### config.mk
export PLATFORM = sky130hd
export DESIGN_NAME = mac_row_accumulator
export DESIGN_NICKNAME = d
export VERILOG_FILES = /design/src/rtl/cmamba_acc_pkg.sv /design/src/rtl/acc_out_fifo.sv /design/src/rtl/mac_row_accumulator.sv
export SDC_FILE = /design/constraint.sdc
export NUM_CORES = 1
export LEC_CHECK = 0
export BUFFER_PORTS_ARGS = -buffer_cell sky130_fd_sc_hd__buf_2
export CAP_MARGIN = 40
export CORE_ASPECT_RATIO = 1.2
export CORE_UTILIZATION = 25
export CTS_BUF_LIST = sky130_fd_sc_hd__clkbuf_4 sky130_fd_sc_hd__clkbuf_8
export DETAILED_ROUTE_END_ITERATION = 8
export GPL_TIMING_DRIVEN = 0
export PLACE_DENSITY_LB_ADDON = 0.15
export SLEW_MARGIN = 30
export SYNTH_ARGS = -nofsm -noshare
export SYNTH_HDL_FRONTEND = slang
export SYNTH_SLANG_ARGS = --single-unit
### constraint.sdc
create_clock -name clk -period 5.65 [get_ports clk]
set_clock_uncertainty 0.2 [all_clocks]
set_input_delay 1.4125 -clock clk [delete_from_list [all_inputs] [get_ports clk]]
set_output_delay 1.4125 -clock clk [all_outputs]
set_load 0.05 [all_outputs]
### src/rtl/cmamba_acc_pkg.sv
// Shared types and the per-lane requantisation helper for mac_row_accumulator.
package cmamba_acc_pkg;

    typedef enum logic [2:0] {
        MODE_MAC   = 3'b000,
        MODE_OUTER = 3'b011
    } mode_e;

    typedef enum logic {
        S_IDLE = 1'b0,
        S_ACC  = 1'b1
    } state_e;

    // Lanes are widened to this before rounding so the +half never wraps.
    localparam int WIDE_W = 64;
    typedef logic signed [WIDE_W-1:0] wide_t;

    function automatic wide_t requant_sat(input wide_t x, input int frac_bits, input int out_width);
        wide_t rnd;
        wide_t hi;
        wide_t lo;
        rnd = (x + (wide_t'(1) <<< (frac_bits - 1))) >>> frac_bits;
        hi  = (wide_t'(1) <<< (out_width - 1)) - wide_t'(1);
        lo  = -(wide_t'(1) <<< (out_width - 1));
        if (rnd > hi) return hi;
        if (rnd < lo) return lo;
        return rnd;
    endfunction

endpackage

### src/rtl/acc_out_fifo.sv
// Two-entry FIFO carrying requantised row results (vector + tag) toward writeback.
module acc_out_fifo #(
    parameter int W = 72
) (
    input  logic         clk,
    input  logic         rst_n,
    input  logic         push_i,
    input  logic [W-1:0] din_i,
    input  logic         pop_i,
    output logic [W-1:0] dout_o,
    output logic         full_o,
    output logic         empty_o
);
    logic [W-1:0] mem_q [2];
    logic         wr_ptr_q;
    logic         rd_ptr_q;
    logic [1:0]   cnt_q;
    logic         do_pop;
    logic         do_push;

    assign full_o  = (cnt_q == 2'd2);
    assign empty_o = (cnt_q == 2'd0);
    assign dout_o  = mem_q[rd_ptr_q];
    assign do_pop  = pop_i & ~empty_o;
    // A full FIFO still takes a push when the head leaves on the same edge.
    assign do_push = push_i & (~full_o | do_pop);

    always_ff @(posedge clk or negedge rst_n) begin
        if (!rst_n) begin
            mem_q[0] <= '0;
            mem_q[1] <= '0;
            wr_ptr_q <= 1'b0;
            rd_ptr_q <= 1'b0;
            cnt_q    <= 2'd0;
        end else begin
            if (do_push) begin
                mem_q[wr_ptr_q] <= din_i;
                wr_ptr_q        <= ~wr_ptr_q;
            end
            if (do_pop) rd_ptr_q <= ~rd_ptr_q;
            cnt_q <= cnt_q + {1'b0, do_push} - {1'b0, do_pop};
        end
    end

endmodule

### src/rtl/mac_row_accumulator.sv
// Accumulates K_TILES reduced vectors (MAC) or passes beats through (OUTER), then requantises into a 2-deep FIFO.
// Optional macro ROW_ACC_RELU_EN forces negative output lanes to zero.
module mac_row_accumulator
    import cmamba_acc_pkg::*;
#(
    parameter int TILE_SIZE = 4,
    parameter int ACC_WIDTH = 32,
    parameter int OUT_WIDTH = 16,
    parameter int FRAC_BITS = 8,
    parameter int K_TILES   = 16,
    parameter int TAG_WIDTH = 8
) (
    input  logic                                 clk,
    input  logic                                 rst_n,
    input  logic [2:0]                           mode,
    input  logic                                 valid_reduced,
    input  logic [TILE_SIZE-1:0][ACC_WIDTH-1:0]  reduced_vec,
    input  logic                                 clear,
    output logic                                 out_valid,
    input  logic                                 out_ready,
    output logic [TILE_SIZE-1:0][OUT_WIDTH-1:0]  out_vec,
    output logic [TAG_WIDTH-1:0]                 out_tag,
    output logic                                 busy,
    output logic                                 err_ovf,
    output logic                                 err_mode
);
    localparam int SUM_WIDTH = ACC_WIDTH + $clog2(K_TILES);
    localparam int KW        = (K_TILES > 1) ? $clog2(K_TILES) : 1;
    localparam int PAY_W     = TAG_WIDTH + TILE_SIZE * OUT_WIDTH;

    state_e                        state_q, state_d;
    logic [KW-1:0]                 k_cnt_q, k_cnt_d;
    logic signed [SUM_WIDTH-1:0]   acc_q [TILE_SIZE];
    logic signed [SUM_WIDTH-1:0]   acc_d [TILE_SIZE];
    logic signed [SUM_WIDTH-1:0]   beat_ext [TILE_SIZE];
    logic signed [SUM_WIDTH-1:0]   sum [TILE_SIZE];
    logic signed [SUM_WIDTH-1:0]   res_p0_q [TILE_SIZE];
    logic signed [SUM_WIDTH-1:0]   res_d [TILE_SIZE];
    logic                          vld_p0_q, vld_d;
    logic [TAG_WIDTH-1:0]          tag_q;
    logic                          err_mode_q, err_mode_d;
    logic                          err_ovf_q;
    logic [TILE_SIZE-1:0][OUT_WIDTH-1:0] q_lane;
    logic [PAY_W-1:0]              fifo_dout;
    logic                          fifo_full;
    logic                          fifo_empty;

    always_comb begin
        for (int i = 0; i < TILE_SIZE; i++) begin
            beat_ext[i] = SUM_WIDTH'($signed(reduced_vec[i]));
            sum[i]      = acc_q[i] + beat_ext[i];
        end
    end

    // Stage p0: accept beat, update accumulator, capture full-precision result
    always_comb begin
        state_d    = state_q;
        k_cnt_d    = k_cnt_q;
        acc_d      = acc_q;
        res_d      = res_p0_q;
        vld_d      = 1'b0;
        err_mode_d = err_mode_q;
        if (clear) begin
            state_d = S_IDLE;
            k_cnt_d = '0;
            acc_d   = '{default: '0};
        end else if (mode == MODE_MAC) begin
            if (valid_reduced) begin
                if (k_cnt_q == KW'(K_TILES - 1)) begin
                    res_d   = sum;
                    vld_d   = 1'b1;
                    acc_d   = '{default: '0};
                    k_cnt_d = '0;
                    state_d = S_IDLE;
                end else begin
                    acc_d   = sum;
                    k_cnt_d = k_cnt_q + KW'(1);
                    state_d = S_ACC;
                end
            end
        end else begin
            if (k_cnt_q != '0) begin
                err_mode_d = 1'b1;
                acc_d      = '{default: '0};
                k_cnt_d    = '0;
                state_d    = S_IDLE;
            end
            if (mode == MODE_OUTER && valid_reduced) begin
                res_d = beat_ext;
                vld_d = 1'b1;
            end
        end
    end

    // Stage p1: requantise and push into the output FIFO
    always_comb begin
        for (int i = 0; i < TILE_SIZE; i++) begin
            q_lane[i] = OUT_WIDTH'(requant_sat(wide_t'(res_p0_q[i]), FRAC_BITS, OUT_WIDTH));
`ifdef ROW_ACC_RELU_EN
            if (q_lane[i][OUT_WIDTH-1]) q_lane[i] = '0;
`endif
        end
    end

    always_ff @(posedge clk or negedge rst_n) begin
        if (!rst_n) begin
            state_q    <= S_IDLE;
            k_cnt_q    <= '0;
            vld_p0_q   <= 1'b0;
            tag_q      <= '0;
            err_mode_q <= 1'b0;
            err_ovf_q  <= 1'b0;
            for (int i = 0; i < TILE_SIZE; i++) begin
                acc_q[i]    <= '0;
                res_p0_q[i] <= '0;
            end
        end else begin
            state_q    <= state_d;
            k_cnt_q    <= k_cnt_d;
            acc_q      <= acc_d;
            res_p0_q   <= res_d;
            vld_p0_q   <= vld_d;
            err_mode_q <= err_mode_d;
            // A result dropped on a full FIFO still consumes its tag.
            if (vld_p0_q) begin
                tag_q <= tag_q + TAG_WIDTH'(1);
                if (fifo_full && !out_ready) err_ovf_q <= 1'b1;
            end
        end
    end

    acc_out_fifo #(.W(PAY_W)) u_fifo (
        .clk     (clk),
        .rst_n   (rst_n),
        .push_i  (vld_p0_q),
        .din_i   ({tag_q, q_lane}),
        .pop_i   (out_ready),
        .dout_o  (fifo_dout),
        .full_o  (fifo_full),
        .empty_o (fifo_empty)
    );

    assign {out_tag, out_vec} = fifo_dout;
    assign out_valid = ~fifo_empty;
    assign busy      = (state_q == S_ACC);
    assign err_ovf   = err_ovf_q;
    assign err_mode  = err_mode_q;

endmodule

Yosys cells after proc, flatten, opt, wreduce, memory -nomap -nowiden
Index checks and enable logic that the tools add are counted.

storage, ports and cells
  bits in read-only memories = 0
  output and inout bits = 76
  flip-flop bits (word level) = 452
  bits in latches = 0
  memories = 0
  input port bits = 136
  bits in writable memories = 0

cells by class
  bitwise gates (word level) = 11
  multipliers = 0
  divide/modulo/power cells = 0
  eq/ne operators = 6
  shift operators = 0
  $add $sub $neg = 12
  $lt $le $gt $ge = 11
  reductions and logical operators = 13
  mux-type cells = 58

operators with widths
  cell                                                                               number
  144-bit 2-to-1 mux                                                                 9
  72-bit 2-to-1 mux                                                                  4
  16-bit 2-to-1 mux                                                                  16
  36-bit by 9-bit adder with 37-bit output, second input constant                    4
  36-bit by 32-bit adder with 36-bit output                                          4
  144-bit bitwise mux                                                                1
  29-bit by 16-bit greater-than comparator with 1-bit output, second input constant  4
  29-bit by 16-bit < comparator with 1-bit output, second input constant             4
  72-bit demux with 1-bit select                                                     1
  1-bit 2-to-1 mux                                                                   22
  4-bit 2-to-1 mux                                                                   5
  8-bit by 1-bit adder with 8-bit output, second input constant                      1
  1-bit NOT                                                                          6
  4-bit by 1-bit adder with 4-bit output, second input constant                      1
  4-bit equality test, second input constant                                         1
  2-bit >= comparator, second input constant                                         2
  1-bit NOT with 2-bit output                                                        2
  2-bit AND reduction                                                                2
  4-bit AND reduction                                                                1
  4-bit nonzero test                                                                 1
  3-bit by 2-bit equality test with 1-bit output, second input constant              1
  1-bit logical AND                                                                  3
  3-bit logical NOT                                                                  1
  3-bit inequality test, second input constant                                       1
  other kinds (13)                                                                   14

Longest topological paths before layout
Gate-level depths: netlist of run 1.

  word-level depth = 7
  gate-level depth with buffers = 13
  depth with buffers taken out = 13

By module
Synthesis of run 1 repeated with hierarchy kept, for this count alone.

unflattened totals
  cells, all modules = 2974
  area, all modules = 27621.5 µm²

modules (own cells, without submodules)
  module               area each (µm²)  seq. area each (µm²)  instances  cells each
  mac_row_accumulator  21154.0          6906.6                1          2568
  acc_out_fifo         6467.5           3703.6                1          406

Worst setup path after synthesis of run 1
OpenSTA, ideal clock, no wires.

  path kind = input to register
  from = input reduced_vec[0] (netlist name)
  to = register res_p0_q[142] (netlist name)
  library setup time = 0.082 ns
  stages on the path = 11
  path slack = 1.442 ns
  path buffers = 0
  arrival time = 3.926 ns
  cell sequence = ha_1 -> fa_1 -> a211oi_1 -> nor2_1 -> a311o_1 -> a211oi_1 -> o21ai_0 -> nand4_1 -> a21boi_0 -> or4_1 -> a31oi_1

on the way
  word-level cells in the longest chain between the ends = 4

ends and longest elaborated chain
  element                                    RTL line                    RTL
  start, declared                            mac_row_accumulator.sv:17   input logic [TILE_SIZE-1:0][ACC_WIDTH-1:0] reduced_vec,
  36-bit by 32-bit adder with 36-bit output  mac_row_accumulator.sv:51   sum[i] = acc_q[i] + beat_ext[i];
  144-bit 2-to-1 mux                         mac_row_accumulator.sv:69   if (k_cnt_q == KW'(K_TILES - 1)) begin
  144-bit 2-to-1 mux                         mac_row_accumulator.sv:68   if (valid_reduced) begin
  144-bit 2-to-1 mux                         mac_row_accumulator.sv:67   end else if (mode == MODE_MAC) begin
  end signal, assigned                       mac_row_accumulator.sv:121  res_p0_q <= res_d;
  end, declared                              mac_row_accumulator.sv:37   logic signed [SUM_WIDTH-1:0] res_p0_q [TILE_SIZE];

Every way passes these cells. The select of a mux whose other input is x is not followed.
A chain may end at the register's enable or synchronous reset.

Final worst setup path of run 1
  from = input reduced_vec[96] (netlist name)
  to = register res_p0_q[34] (netlist name)

Same word-level chain as after synthesis.

==> results.md, run 1 <==
- Main area contributors after synthesis: sky130_fd_sc_hd__dfrtp_1, sky130_fd_sc_hd__ha_1, sky130_fd_sc_hd__nand2_1, sky130_fd_sc_hd__mux2_2, sky130_fd_sc_hd__o21ai_0
- List of most frequent post-synthesis cells: sky130_fd_sc_hd__nand2_1, sky130_fd_sc_hd__dfrtp_1, sky130_fd_sc_hd__nor2_1
- Hold Buf Count CTS: 0
- Clock root cell: sky130_fd_sc_hd__clkbuf_8
- Setup bufs post-CTS: 0
- Setup repair after global routing missed its margin: no
- Worst Max-Slew Pin Slew: 0.883 ns
- Critical path data arrival time: 4.83 ns
- P_leak: 15.0 nW
- Clock latency reported for the late side of the worst-skew pair: 0.77 ns
- Width of the die: 305 um
- Clk slew on worst S/H paths: 0.06 ns
- Most used standard cell by instance count after synthesis: sky130_fd_sc_hd__nand2_1
- Setup crit start kind: primary input
- Fraction of layout instances using a drive strength above 1: 18.1%
- Placed Instances: 4719
- Share of the clock period used by the worst path: 78.2%
- Worst setup EP type: register
- Endpoints failing hold: 0
- Status: finished clean
- Upper clock frequency limit: 226 MHz
- CTS max path bufs: 3
- Max-slew violations: 0
- Area share of the leading cell type in the synthesized netlist: 38.5%
- HPWL after detailed placement: 82200 um
- Prevailing post-synth register cell: sky130_fd_sc_hd__dfrtp_1
- Port buffer count: 211
- Clock tree sinks: 424
- Largest net degree at the start of global routing: 81
- Number of nets in the finished design: 3677
- Number of primary I/O pins: 212
- Area share of and/or/nand/nor cells after synthesis: 17.2%
- Die ar.: 112000 um^2
- Part of the Yosys area used for sequential elements: 38.5%
- Die extent in y: 366 um
- Max Fanout on Critical Path: 5
- Worst setup startpoint: reduced_vec[96]
- Tmin final: 4.42 ns
- CTS tree: done
- Post-synth top area cell: sky130_fd_sc_hd__dfrtp_1
- Largest family of logic cells by synthesized area: compound AO/OA/AOI/OAI gates
- Initial cell density of the core: 25.2%
- Cell depth of the worst hold path: 2
- Post-synthesis area per instance: 8.98 um^2
- Vias after detailed routing: 24200
- Number of buffers inserted during clock tree synthesis: 83
- Global route total overflow: 0
- Final RePlAce weighted congestion: 0.842
- Number of cells on the worst reg-to-reg path: 13
- Class of the most critical setup path: primary input to register
- Number of register bits inferred by synthesis: 424
- Slew headroom: 41.2%
- Class of the most critical hold timing path: register to register
- Count of placed standard cells in the final layout, fillers left out: 4875
- Number of standard-cell rows in the floorplan: 133
- Post-cts gate resize count: 0
- Post-Synthesis Cells: 3070
- Startpoint of the most critical register-to-register path: acc_q[0]$_DFFE_PN0P_
- Multiplexer share of the synthesized area: 6.17%
- Critical hold path startpoint: err_mode$_DFFE_PN0P_
- Yosys warning count: 0
- Final routed wirelength across all metal layers: 107000 um
- Post-synth EDFFs: 0
- Vias in the first global route: 24600
- Power after layout: 11.9 mW
- Net count after synthesis: 3359
- H-Tree Depth: 3
- Final ANT Viol Nets: 0
- Final setup vio count: 0
- First-pass iteration count of the detailed router: 6
- Xor and xnor area share after synthesis: 6.35%
- Max VDD drop: 259 uV
- Async S/R FF share, synth: 100%
- Power density over the cells: 365 nW/um^2
- Max_cap viols: 0
- Post-synthesis adder-cell area fraction: 7.05%
- Count of unresolved DRC violations after routing: 0
- Area growth, synth to finish: 18.4%
- Starting DRT DRC Count: 1306
- Wire length per cell after detailed routing: 21.9 um
- Core ar.: 109000 um^2
- Worst path required time: 6.06 ns
- Post-detailed-route via-to-cell ratio: 4.96
- Initial antenna violation count: 30
- Gr usage total: 19.1%
- Wire length of the first global-routing pass: 160000 um
- Synthesized cell area: 27600 um^2
- Compound-cell area share of the yosys netlist: 21.6%
- Synth unique cells: 97
==> cell families after synthesis <==
group / count (synthesis)
compound gates: 913
xor+xnor: 200
fa+ha+maj: 153
buf+inv: 222
flops: 424
mux: 152
simple gates: 1006
==> cells in the final DEF, fill, tap and decap left out, types with 14 or more instances in the layout <==
| master | n |
|---|---|
| sky130_fd_sc_hd__xnor2_1 | 110 |
| sky130_fd_sc_hd__clkbuf_1 | 111 |
| sky130_fd_sc_hd__nand2b_1 | 26 |
| sky130_fd_sc_hd__o21ai_0 | 205 |
| sky130_fd_sc_hd__nand2_1 | 437 |
| sky130_fd_sc_hd__clkbuf_4 | 24 |
| sky130_fd_sc_hd__buf_6 | 15 |
| sky130_fd_sc_hd__ha_1 | 149 |
| sky130_fd_sc_hd__and2_1 | 18 |
| sky130_fd_sc_hd__inv_1 | 59 |
| sky130_fd_sc_hd__nor2_1 | 223 |
| sky130_fd_sc_hd__o21a_1 | 33 |
| sky130_fd_sc_hd__and4_1 | 15 |
| sky130_fd_sc_hd__mux2_2 | 143 |
| sky130_fd_sc_hd__a21oi_1 | 196 |
| sky130_fd_sc_hd__o21ai_1 | 38 |
| sky130_fd_sc_hd__nor2b_1 | 18 |
| sky130_fd_sc_hd__a211oi_1 | 18 |
| sky130_fd_sc_hd__or3_1 | 16 |
| sky130_fd_sc_hd__o211ai_1 | 40 |
| sky130_fd_sc_hd__nor3_1 | 26 |
| sky130_fd_sc_hd__xor2_1 | 90 |
| sky130_fd_sc_hd__clkbuf_2 | 21 |
| sky130_fd_sc_hd__nand4_1 | 37 |
| sky130_fd_sc_hd__o21bai_1 | 17 |
| sky130_fd_sc_hd__dfrtp_1 | 424 |
| sky130_fd_sc_hd__or2_2 | 14 |
| sky130_fd_sc_hd__a31oi_1 | 90 |
| sky130_fd_sc_hd__a21o_1 | 76 |
| sky130_fd_sc_hd__buf_2 | 223 |
| sky130_fd_sc_hd__clkbuf_8 | 108 |
| sky130_fd_sc_hd__a22o_1 | 98 |
| sky130_fd_sc_hd__nand3_1 | 74 |
| sky130_fd_sc_hd__and3_1 | 43 |
==> area by class of cell <==
class	count	area, um^2
clock buffer	132	1670
fill	11800	76900
inverter	59	221
clock inverter	17	185
antenna	6	15.0
buffer	163	681
tap	1417	1770
multi-input combinational	2424	16100
timing repair buffer	233	1400
sequential	424	10600
==> per-stage QoR <==
step                hold slack [ns]  utilization [%]  area (um^2)   TNS, ns  worst slack, ns
floorplan                     0.242                -        27600         0             1.44
global placement              0.248             27.8        30400  -2817.55            -6.72
detailed placement            0.249             28.1        30800         0            0.539
CTS                           0.263             29.8        32600         0             1.06
global route                  0.289             29.8        32600         0             1.04
finish                        0.261             29.8        32600         0             1.23
==> state kept, by name, indices dropped and copies added (netlist names) <==
| signal | count |
|---|---|
| k_cnt_q | 4 |
| acc_q | 144 |
| u_fifo.rd_ptr_q | 1 |
| vld_p0_q | 1 |
| u_fifo.wr_ptr_q | 1 |
| busy | 1 |
| res_p0_q | 116 |
| u_fifo.mem_q | 144 |
| err_ovf | 1 |
| u_fifo.cnt_q | 2 |
| err_mode | 1 |
| tag_q | 8 |
==> layer usage <==
| metal | track usage [%] | vias to the layer above | routed length [um] |
|---|---|---|---|
| met1 | 23.9 | 11700 | 46400 |
| met4 | 6.74 | 26 | 3090 |
| li1 | - | 11800 | - |
| met2 | 32.5 | 516 | 51900 |
| met3 | 3.53 | 163 | 5350 |
| met5 | 0 | - | 159 |
==> final timing paths <==
path / to / slack, ns
min: err_mode$_DFFE_PN0P_ / 0.26
max reg2reg: res_p0_q[34]$_DFFE_PN0P_ / 1.64
max in group asynchronous: u_fifo.mem_q[133]$_DFFE_PN0P_ / 3.52
min reg2reg: err_mode$_DFFE_PN0P_ / 0.26
min in group asynchronous: acc_q[90]$_DFFE_PN0P_ / 0.41
max: res_p0_q[34]$_DFFE_PN0P_ / 1.23
==> power by group <==
part | total (mW) | internal, mW | leakage [nW] | switching (mW)
clock | 3.54 | 2.01 | 0.964 | 1.54
sequential | 4.25 | 3.71 | 5.47 | 0.547
combinational | 4.12 | 1.41 | 8.56 | 2.71
total | 11.9 | 7.12 | 15.0 | 4.79
==> worst max-delay path, stage by stage <==
cell,delay [ns]
sky130_fd_sc_hd__buf_2,0.10
sky130_fd_sc_hd__ha_1,0.32
sky130_fd_sc_hd__inv_1,0.10
sky130_fd_sc_hd__fa_1,0.39
sky130_fd_sc_hd__nand2b_1,0.20
sky130_fd_sc_hd__a21oi_1,0.20
sky130_fd_sc_hd__o21ai_0,0.15
sky130_fd_sc_hd__o21a_1,0.24
sky130_fd_sc_hd__o21ai_1,0.44
sky130_fd_sc_hd__a31oi_2,0.27
sky130_fd_sc_hd__a21oi_2,0.34
sky130_fd_sc_hd__a41oi_2,0.16
sky130_fd_sc_hd__xnor2_1,0.19
sky130_fd_sc_hd__a221o_1,0.30
(Power assumes the default switching activity.)
==> run 2: changes to the inputs <==
- ABC_AREA: default -> 1
- clock period: 5.65 -> 3.7 ns (I/O delays scaled with it)
==> results.md, run 2 <==
- Post-Synthesis Cells: 4582 (+49%)
- Area of placed instances: 33900 um^2 (+10%)
- Number of standard-cell rows in the floorplan: 139 (+4.5%)
- Slew headroom: 39.5% (-1.7 points)
- Prevailing post-synth register cell: sky130_fd_sc_hd__dfrtp_1
- Post-detailed-route via-to-cell ratio: 4.66 (-6.0%)
- Power density over the cells: 534 nW/um^2 (+46%)
- H-Tree Depth: 3 (unchanged)
- Max incr delay on CP: 0.46 ns (+0.02 ns)
- Max_cap viols: 0 (unchanged)
- Final setup vio count: 0 (unchanged)
- P_leak: 18.5 nW (+23%)
- Wire length of the first global-routing pass: 200000 um (+25%)
- Initial cell density of the core: 25.3% (+0.16 points)
- Area share of the leading cell type in the synthesized netlist: 34.8% (-3.6 points)
- Part of the Yosys area used for sequential elements: 34.8% (-3.6 points)
- Number of register bits inferred by synthesis: 424 (unchanged)
- Synth unique cells: 51 (-47%)
- Bufs and invs on worst path: 2 (unchanged)
- Vias after detailed routing: 30800 (+27%)
- Clk slew on worst S/H paths: 0.06 ns (about the same)
- Setup repair after global routing missed its margin: no
- Critical Path End: res_p0_q[60]$_DFFE_PN0P_
- Clock tree sinks: 424 (unchanged)
- Util after Layout: 29.9% (+0.11 points)
- Initial antenna violation count: 14 (-53%)
- Commonest non-fill, non-tap cell in the layout: sky130_fd_sc_hd__nand2_1
- Synthesized cell area: 30500 um^2 (+10%)
- Count of placed standard cells in the final layout, fillers left out: 6601 (+35%)
- Status: finished clean
- WP depth: 13 (-1)
- Fraction of layout instances using a drive strength above 1: 10.4% (-7.7 points)
- Width of the die: 321 um (+5.1%)
- Core ar.: 120000 um^2 (+9.8%)
- HPWL after detailed placement: 110000 um (+34%)
- Share of the clock period used by the worst path: 93.5%
- Final routed wirelength across all metal layers: 135000 um (+26%)
- Endpoints failing hold: 0 (unchanged)
- Port buffer count: 211 (unchanged)
- Slack of the worst reg-to-reg path: 0.24 ns (-1.40 ns)
- Global route total overflow: 0 (unchanged)
- Gr usage total: 21.9% (+2.8 points)
- Worst setup startpoint: acc_q[36]$_DFFE_PN0P_
- Wire length per cell after detailed routing: 20.4 um (-6.8%)
- Number of nets in the finished design: 5195 (+41%)
- Fill cell count: 13500 (+15%)
- Vias in the first global route: 30600 (+24%)
- Worst path required time: 4.11 ns (-1.95 ns)
- Max VDD drop: 414 uV (+60%)
- Max-slew violations: 0 (unchanged)
- Placed Instances: 6439 (+36%)
- Tmin final: 3.46 ns
- Final ANT Viol Nets: 0 (unchanged)
- Count of unresolved DRC violations after routing: 0 (unchanged)
- Critical path data arrival time: 3.87 ns (-0.96 ns)
- Reg-to-reg endpoint: res_p0_q[60]$_DFFE_PN0P_
- Yosys warning count: 0 (unchanged)
- List of most frequent post-synthesis cells: sky130_fd_sc_hd__nand2_1, sky130_fd_sc_hd__nor2_1, sky130_fd_sc_hd__dfrtp_1
- Clock root cell: sky130_fd_sc_hd__clkbuf_8
- Number of cells on the worst reg-to-reg path: 13 (unchanged)
- Worst Max-Slew Pin Slew: 0.908 ns (+0.0254 ns)
- Number of buffers inserted during clock tree synthesis: 84 (+1.2%)
- Number of primary I/O pins: 212 (unchanged)
- Most used standard cell by instance count after synthesis: sky130_fd_sc_hd__nand2_1
- Registers with the highest flip-flop counts: acc_q: 144 flops, u_fifo.mem_q: 144 flops, res_p0_q: 116 flops
- Area growth, synth to finish: 18.1%
- Die extent in y: 384 um (+5.1%)
- Cell occurring most often along the worst timing path: sky130_fd_sc_hd__nand2_1
- CTS max path bufs: 3 (unchanged)
- Worst setup EP type: register
- Critical hold path startpoint: err_mode$_DFFE_PN0P_
- First-pass iteration count of the detailed router: 5 (-1)
- Main area contributors after synthesis: sky130_fd_sc_hd__dfrtp_1, sky130_fd_sc_hd__nand2_1, sky130_fd_sc_hd__nor2_1, sky130_fd_sc_hd__ha_1, sky130_fd_sc_hd__o21ai_0
- Post-synth EDFFs: 0 (unchanged)
- Starting DRT DRC Count: 2134 (+63%)
- Final RePlAce weighted congestion: 0.921 (+9.4%)
- CTS tree: done
- Worst path top cell family by delay: compound AO/OA/AOI/OAI gates
- Startpoint of the most critical register-to-register path: acc_q[36]$_DFFE_PN0P_
- Class of the most critical setup path: register to register
- Largest net degree at the start of global routing: 78 (-3.7%)
- Die ar.: 123000 um^2 (+10%)
- Post-synthesis area per instance: 6.65 um^2 (-26%)
- Async S/R FF share, synth: 100% (unchanged)
- Clock latency reported for the late side of the worst-skew pair: 0.78 ns (about the same)
- Max Fanout on Critical Path: 3 (-2)
- Critical Path Slowest Stage Cell: sky130_fd_sc_hd__fa_1
- Setup crit start kind: register
- Post-synth top area cell: sky130_fd_sc_hd__dfrtp_1
- Setup Total Neg Slack: 0 ns (unchanged)
- Class of the most critical hold timing path: register to register
- Most frequent cells in the layout: sky130_fd_sc_hd__nand2_1, sky130_fd_sc_hd__nor2_1, sky130_fd_sc_hd__dfrtp_1, sky130_fd_sc_hd__inv_1, sky130_fd_sc_hd__o21ai_0
- Upper clock frequency limit: 289 MHz
- CP Cell Sequence: ha_1, inv_1, fa_1, o21ai_0, a21oi_1, o21ai_1, clkbuf_2, nand2_1, nand2_1, xnor2_1, nand2_1, nand2_1, o21ai_0
- Net count after synthesis: 4871 (+45%)
- Final cell area excluding filler cells: 36000 um^2 (+10%)
run 2: area by class of cell:
class | count | area [um^2] | share of cell area, %
Buffer | 130 | 628 | 1.75
Clock buffer | 138 | 1740 | 4.85
Clock inverter | 18 | 181 | 0.504
Antenna cell | 4 | 10.0 | 0.0278
Multi-Input combinational cell | 3686 | 18000 | 50.0
Tap cell | 1621 | 2030 | 5.64
Inverter | 341 | 1280 | 3.57
Sequential cell | 424 | 10600 | 29.5
Timing Repair Buffer | 239 | 1510 | 4.19
run 2: logic make-up after synthesis:
group / Yosys count / share of synthesized area [%]
AOI/OAI and AO/OA: 679 / 12.8
xor gates and xnor gates: 140 / 4.03
adders and majority gates: 153 / 6.38
buffers and inverters: 472 / 6.15
DFF: 424 / 34.8
and+or+nand+nor: 2714 / 35.8
run 2: power breakdown:
part,leakage (nW),switching (mW),total [mW],internal (mW)
Combinational,11.9,5.07,7.04,1.97
Clock,1.02,2.38,5.56,3.19
Sequential,5.52,0.931,6.61,5.68
run 2: routing by layer:
layer | share of wire (%) | GRT usage (%) | up-vias
met5 | 0.030 | 0 | -
met4 | 3.5 | 8.01 | 6
met3 | 5.0 | 2.76 | 183
met2 | 47 | 36.8 | 797
met1 | 45 | 28.6 | 14400
li1 | - | - | 15400
run 2: how the worst min path moves through the flow:
stage                                        end  slack, ns  cells past startpoint
global placement    u_fifo.mem_q[67]$_DFFE_PN0P_       0.26                      2
floorplan           u_fifo.mem_q[70]$_DFFE_PN0P_       0.24                      2
finish                      err_mode$_DFFE_PN0P_       0.27                      1
detailed placement  u_fifo.mem_q[68]$_DFFE_PN0P_       0.26                      2
global route            res_p0_q[91]$_DFFE_PN0P_       0.26                      3
CTS                     res_p0_q[45]$_DFFE_PN0P_       0.20                      3
run 2: what timing repair did:
action | CTS | global route
endpoints found under the setup margin | 72 | 25
endpoints found under the hold margin | 29 | 0
resized for setup | 26 | 3
setup buffers | 0 | 1
hold buffers | 1 | 0
run 2: metrics by stage:
| step | setup slack [ns] | total power [mW] | hold WS (ns) |
|---|---|---|---|
| 6_report | 0.239 | 19.2 | 0.269 |
| 5_1_grt | 0.0588 | 20.5 | 0.260 |
| 4_1_cts | -0.0378 | 19.5 | 0.204 |
| 3_5_place_dp | -0.532 | 13.7 | 0.260 |
| 3_3_place_gp | -8.29 | 13.6 | 0.255 |
| 2_1_floorplan | 0.611 | 11.2 | 0.242 |
